File: config.mk
export PLATFORM = sky130hd
export DESIGN_NAME = seq_det_prog
export DESIGN_NICKNAME = d
export VERILOG_FILES = /design/src/rtl/seq_det_pkg.sv /design/src/rtl/seq_win_reg.sv /design/src/rtl/seq_det_prog.sv
export SDC_FILE = /design/constraint.sdc
export NUM_CORES = 1
export LEC_CHECK = 0
export ABC_AREA = 1
export ABC_CLOCK_PERIOD_IN_PS = 2500
export BUFFER_PORTS_ARGS = -buffer_cell sky130_fd_sc_hd__buf_2
export CORE_ASPECT_RATIO = 0.7
export CORE_MARGIN = 5
export CORE_UTILIZATION = 35
export DETAILED_ROUTE_END_ITERATION = 8
export HOLD_SLACK_MARGIN = 0.06
export PLACE_DENSITY = 0.55
export SYNTH_ARGS = -nofsm -noshare
export SYNTH_HDL_FRONTEND = slang
export SYNTH_SLANG_ARGS = --single-unit
File: constraint.sdc
create_clock -name clk -period 2.5 [get_ports clk]
set_input_delay 0.125 -clock clk [delete_from_list [all_inputs] [get_ports clk]]
set_output_delay 0.125 -clock clk [all_outputs]
set_load 0.05 [all_outputs]
File: src/rtl/seq_det_pkg.sv
// seq_det_pkg: state encoding and default configuration shared by the
// sequence detector files.
package seq_det_pkg;
   typedef enum logic {FILL = 1'b0, ARMED = 1'b1} state_e;
   localparam int PAT_W_DEF = 16;
   localparam int CNT_W_DEF = 8;
   localparam logic [31:0] DEF_PAT_C = 32'h0000_005A;
   localparam int DEF_LEN_C = 7;
endpackage

File: src/rtl/seq_win_reg.sv
// seq_win_reg: serial window shift register with a saturating fill counter.
// Exposes the post-shift window and fill so the comparator sees the incoming bit.
module seq_win_reg #(
   parameter int PAT_W = 16,
   parameter int LW = 5
) (
   input  logic             clk,
   input  logic             rst_n,
   input  logic             clr_i,
   input  logic             shift_i,
   input  logic             fill_clr_i,
   input  logic             bit_i,
   output logic [PAT_W-1:0] sh_win_o,
   output logic [LW-1:0]    sh_fill_o
);
   logic [PAT_W-1:0] win_q, win_d;
   logic [LW-1:0] fill_q, fill_d;
   always_comb begin
      sh_win_o = {win_q[PAT_W-2:0], bit_i};
      sh_fill_o = (fill_q == LW'(PAT_W)) ? fill_q : fill_q + 1'b1;
      win_d = clr_i ? '0 : shift_i ? sh_win_o : win_q;
      fill_d = clr_i ? '0 : !shift_i ? fill_q : fill_clr_i ? '0 : sh_fill_o;
   end
   always_ff @(posedge clk or negedge rst_n)
      if (!rst_n) begin
         win_q <= '0;
         fill_q <= '0;
      end else begin
         win_q <= win_d;
         fill_q <= fill_d;
      end
endmodule

File: src/rtl/seq_det_prog.sv
// seq_det_prog: programmable serial pattern detector with masked compare and overlap control.
// Define SEQ_DET_CNT_EN to build the saturating match counter; otherwise match_cnt is tied to 0.
module seq_det_prog
   import seq_det_pkg::*;
#(
   parameter int PAT_W = PAT_W_DEF,
   parameter int CNT_W = CNT_W_DEF,
   parameter logic [PAT_W-1:0] DEF_PAT = PAT_W'(DEF_PAT_C),
   parameter int DEF_LEN = DEF_LEN_C
) (
   input  logic                       clk,
   input  logic                       rst_n,
   input  logic                       seq_in,
   input  logic                       seq_vld,
   input  logic                       cfg_load,
   input  logic [PAT_W-1:0]           cfg_pat,
   input  logic [PAT_W-1:0]           cfg_mask,
   input  logic [$clog2(PAT_W+1)-1:0] cfg_len,
   input  logic                       cfg_ovl,
   input  logic                       cnt_clr,
   output logic                       flag,
   output logic [CNT_W-1:0]           match_cnt
);
   localparam int LW = $clog2(PAT_W + 1);
   logic [PAT_W-1:0] pat_q, msk_q, sh_win, len_msk;
   logic [LW-1:0] len_q, len_d, sh_fill;
   logic ovl_q, flag_q, flag_d;
   state_e st_nxt;
   seq_win_reg #(.PAT_W(PAT_W), .LW(LW)) u_win (
      .clk       (clk),
      .rst_n     (rst_n),
      .clr_i     (cfg_load),
      .shift_i   (seq_vld),
      .fill_clr_i(flag_d & ~ovl_q),
      .bit_i     (seq_in),
      .sh_win_o  (sh_win),
      .sh_fill_o (sh_fill)
   );
   // A shift by the full width yields zero, so len_q == PAT_W gives an all-ones mask.
   always_comb begin
      len_d = (cfg_len == '0 || cfg_len > LW'(PAT_W)) ? LW'(PAT_W) : cfg_len;
      len_msk = ~({PAT_W{1'b1}} << len_q);
      st_nxt = (sh_fill >= len_q) ? ARMED : FILL;
      flag_d = seq_vld && !cfg_load && st_nxt == ARMED && ((sh_win ^ pat_q) & msk_q & len_msk) == '0;
   end
   always_ff @(posedge clk or negedge rst_n)
      if (!rst_n) begin
         pat_q <= DEF_PAT;
         msk_q <= '1;
         len_q <= LW'(DEF_LEN);
         ovl_q <= 1'b1;
         flag_q <= 1'b0;
      end else begin
         if (cfg_load) begin
            pat_q <= cfg_pat;
            msk_q <= cfg_mask;
            len_q <= len_d;
            ovl_q <= cfg_ovl;
         end
         flag_q <= flag_d;
      end
   assign flag = flag_q;
`ifdef SEQ_DET_CNT_EN
   logic [CNT_W-1:0] cnt_q, cnt_d;
   always_comb cnt_d = cnt_clr ? CNT_W'(flag_d) : (flag_d && !(&cnt_q)) ? cnt_q + 1'b1 : cnt_q;
   always_ff @(posedge clk or negedge rst_n)
      if (!rst_n) cnt_q <= '0;
      else cnt_q <= cnt_d;
   assign match_cnt = cnt_q;
`else
   logic unused_cnt_clr;
   assign unused_cnt_clr = cnt_clr;
   assign match_cnt = '0;
`endif
endmodule
==> impl_metrics.toml <==
[sta]
max_slew_margin = 0.6430
rsz0062_at_grt = "false"
final_hold_viol_count = 0
hold_ws_ps = 101.7
layout_setup_ws_ps = 307.7
tightest_slew_ps = 535.5
fin_crit_sh = 0.8769
skew_ps = 4.417
drv_slew = 0
fin_tns_setup_ps = 0
fmax_mhz = 456.1
setup_viol = 0
layout_min_cycle_time_ps = 2192

[worst_setup_path]
cp.buffers_inverters = 4
endpoint = "u_win.fill_q[3]"
startpoint = "u_win.fill_q[1]"
end_kind = "flip-flop"
cp_slowest_stage_delay_ps = 390
cpMostUsedCell = "nand2_1"
r2r-end = "u_win.fill_q[3]"
r2r.worst_path.cells = 18
crit_slowest_cell = "dfrtp_1"
critPathMaxFanout = 5
cp_cell_sequence = "ha_1 > nand2_1 > nor2_1 > inv_1 > nand2_1 > inv_1 > nor2_1 > inv_1 > ha_1 > nand2_1 > inv_1 > o21ai_0 > nand3_1 > nand2_1 > nor2_1 > nand3_2 > nand2_1 > nand2_1"
startpoint_type = "flip-flop"
reg2reg_from = "u_win.fill_q[1]"
worstSetupPathType = "reg2reg"
cp.arrival_ps = 2410
rrSetupSlack_ps = 310
path_depth = 18
cp.required_ps = 2720
critical-path-top-delay-family = "simple AND/OR/NAND/NOR gates"

[clocking]
cts_tree = "yes"
post_cts_buffers = 0
cts_root_buf = "clkbuf_16"
htreeDepth = 3
cts_inserted_buffers = 9
clock_latency_ps = 330
clk_pin_slew_ps = 50
cts_sinks = 59
cts_buffer_depth = 2

[detailed_routing]
route.final.wire_length_um = 7192
post_drt_wl_per_cell_um = 11.95
top_layer = "met4"
wl_met2_um = 2751
drc = 0
wl_met1_um = 3962
drtAntennaViolNets = 0
dr.pass1.iters = 4
avgViaCountPerCell = 4.369
dr.first_iter.drc_count = 109
vias = 2630
wl_met3_um = 367

[pwr]
p_seq_frac = 0.420
p_int_mw = 1.909
p_comb_frac = 0.143
power_density_nw_per_um2 = 647.8
vdd_drop_max_v = 0.0003905
p_sw_mw = 0.6727
clkPwrFrac = 0.437
swShare = 0.2606
p_leak_nw = 2.005

[worst_hold_path]
hp-class = "in2reg"
worstHoldStart = "cfg_len[3]"

[yosys]
syn-cell-area_um2 = 3029
synth_seq_cells = 59
syn_avg_cell_area_um2 = 7.669
ys_top_cells_by_count = "nand2_1, inv_1, nor2_1"
yosysSeqAreaShare = 0.4973
synth_cell_type_count = 24
yosysTopAreaCellShare = 0.2891
yosys.area.top_type = "dfrtp_1"
async_flop_share = 1.000
yosysWarnings = 0
synth.area.top_cells = "dfrtp_1, dfstp_2, nand2_1, inv_1, o21ai_0"
synth_edf_count = 0
synth_cells = 395
ys.flop_type = "dfrtp_1"
synth.most_common_cell = "nand2_1"

[global_routing]
grt_max_degree = 61
grt_pass1_wl_um = 12200
grt-ovfl-total = 0
track_usage = 0.1493
grt_pass1_vias = 2509
antenna_found_initial = 0

[place]
dpl.hpwl_um = 5122
dpl_cell_area_um2 = 3361
pre_cts_ws_ps = 312.1
gp_congestion = 0.8203
placedCellCount = 551
port_buffers = 43

[run]
max_cap_viol_count = 0

[die]
core-area_um2 = 8443
die_x_um = 121.2
num_rows = 28
start_util = 0.3588
dieHeight_um = 87.84
io_pins = 53
die_area_um2 = 10650

[layout]
stdcell_count = 602
syn_to_final_growth_pct = 31.56
fillers = 840
nNetsFinal = 529
antenna_cells = 0
drive_gt1_frac = 0.1846
final_cell_area_um2 = 3985

[status]
status = "completed"
==> cells by family after synthesis <==
logic type                 count (synthesis)  synth area share
AOI/OAI and AO/OA                         52           0.09252
xor gates and xnor gates                   3          0.008676
adders and majority gates                  8           0.03305
buffers and inverters                     75            0.1045
DFF                                       59            0.4973
other                                      1          0.001238
and+or+nand+nor                          197            0.2627
==> worst min-delay path by stage <==
| stage | endpoint | slack (ps) | depth (start not counted) |
|---|---|---|---|
| after floorplan | flag | -170 | 0 |
| after global placement | pat_q[15] | 60 | 1 |
| after detailed placement | u_win.win_q[14] | 60 | 1 |
| after CTS | len_q[3] | 80 | 3 |
| after global routing | len_q[1] | 120 | 3 |
| final | len_q[3] | 100 | 3 |
==> worst register-to-register path, stage by stage (launching register included) <==
cell and delay (ps):
dfrtp_1 390, ha_1 200, nand2_1 60, nor2_1 90
inv_1 60, nand2_1 50, inv_1 40, nor2_1 110
inv_1 60, ha_1 290, nand2_1 50, inv_1 60
o21ai_0 70, nand3_1 90, nand2_1 50, nor2_1 140
nand3_2 150, nand2_1 100, nand2_1 50
==> flip-flops by register name, summed over array words and instances (netlist names) <==
register      count
flag              1
len_q             5
ovl_q             1
msk_q            16
pat_q            16
u_win.win_q      15
u_win.fill_q      5
==> per-layer routing <==
metal	track usage	up-vias
li1	-	1381
met1	0.2223	1186
met2	0.2041	53
met3	0.04390	10
met4	0.05493	0
met5	0	-
==> cell usage in the layout, fill, tap and decap left out, drive strengths merged, types with 3 or more instances in the layout <==
master / n
inv: 56
nand2: 131
dlygate4sd3: 35
dfrtp: 35
nor2: 38
o21ai: 29
clkinv: 3
nand3: 25
clkbuf: 14
a21oi: 8
conb: 8
o22ai: 14
dfstp: 24
ha: 8
buf: 47
xor2: 3
==> per-stage QoR <==
step                        util  total power [mW]
after detailed placement  0.3980             1.426
after floorplan                -             1.315
after global placement    0.3980             1.422
after global routing      0.4720             2.711
after CTS                 0.4720             2.607
final                     0.4720             2.582
==> layout make-up <==
cell class	instances	area, um2	share of cell area
sequential	59	1506	0.3780
clock buffer	14	264.0	0.06625
multi-input combinational	268	1232	0.3093
timing repair buffer	82	608.1	0.1526
clock inverter	2	10.01	0.002512
inverter	57	214.0	0.05369
tap	120	150.1	0.03768
==> what timing repair did <==
item,in CTS,in global routing
resized for setup,0,0
endpoints found under the hold margin,66,0
hold buffers,35,0
setup endpoints to repair,0,0
==> power by group through the flow <==
stage                     combinational, mW  clock (mW)  sequential (mW)
after detailed placement              0.328           0             1.10
after CTS                             0.372        1.15             1.08
after floorplan                       0.225           0             1.09
after global placement                0.325           0             1.10
after global routing                  0.425        1.19             1.09
final                                 0.368        1.13             1.08
Note: power is estimated with default switching activity, not from simulation.
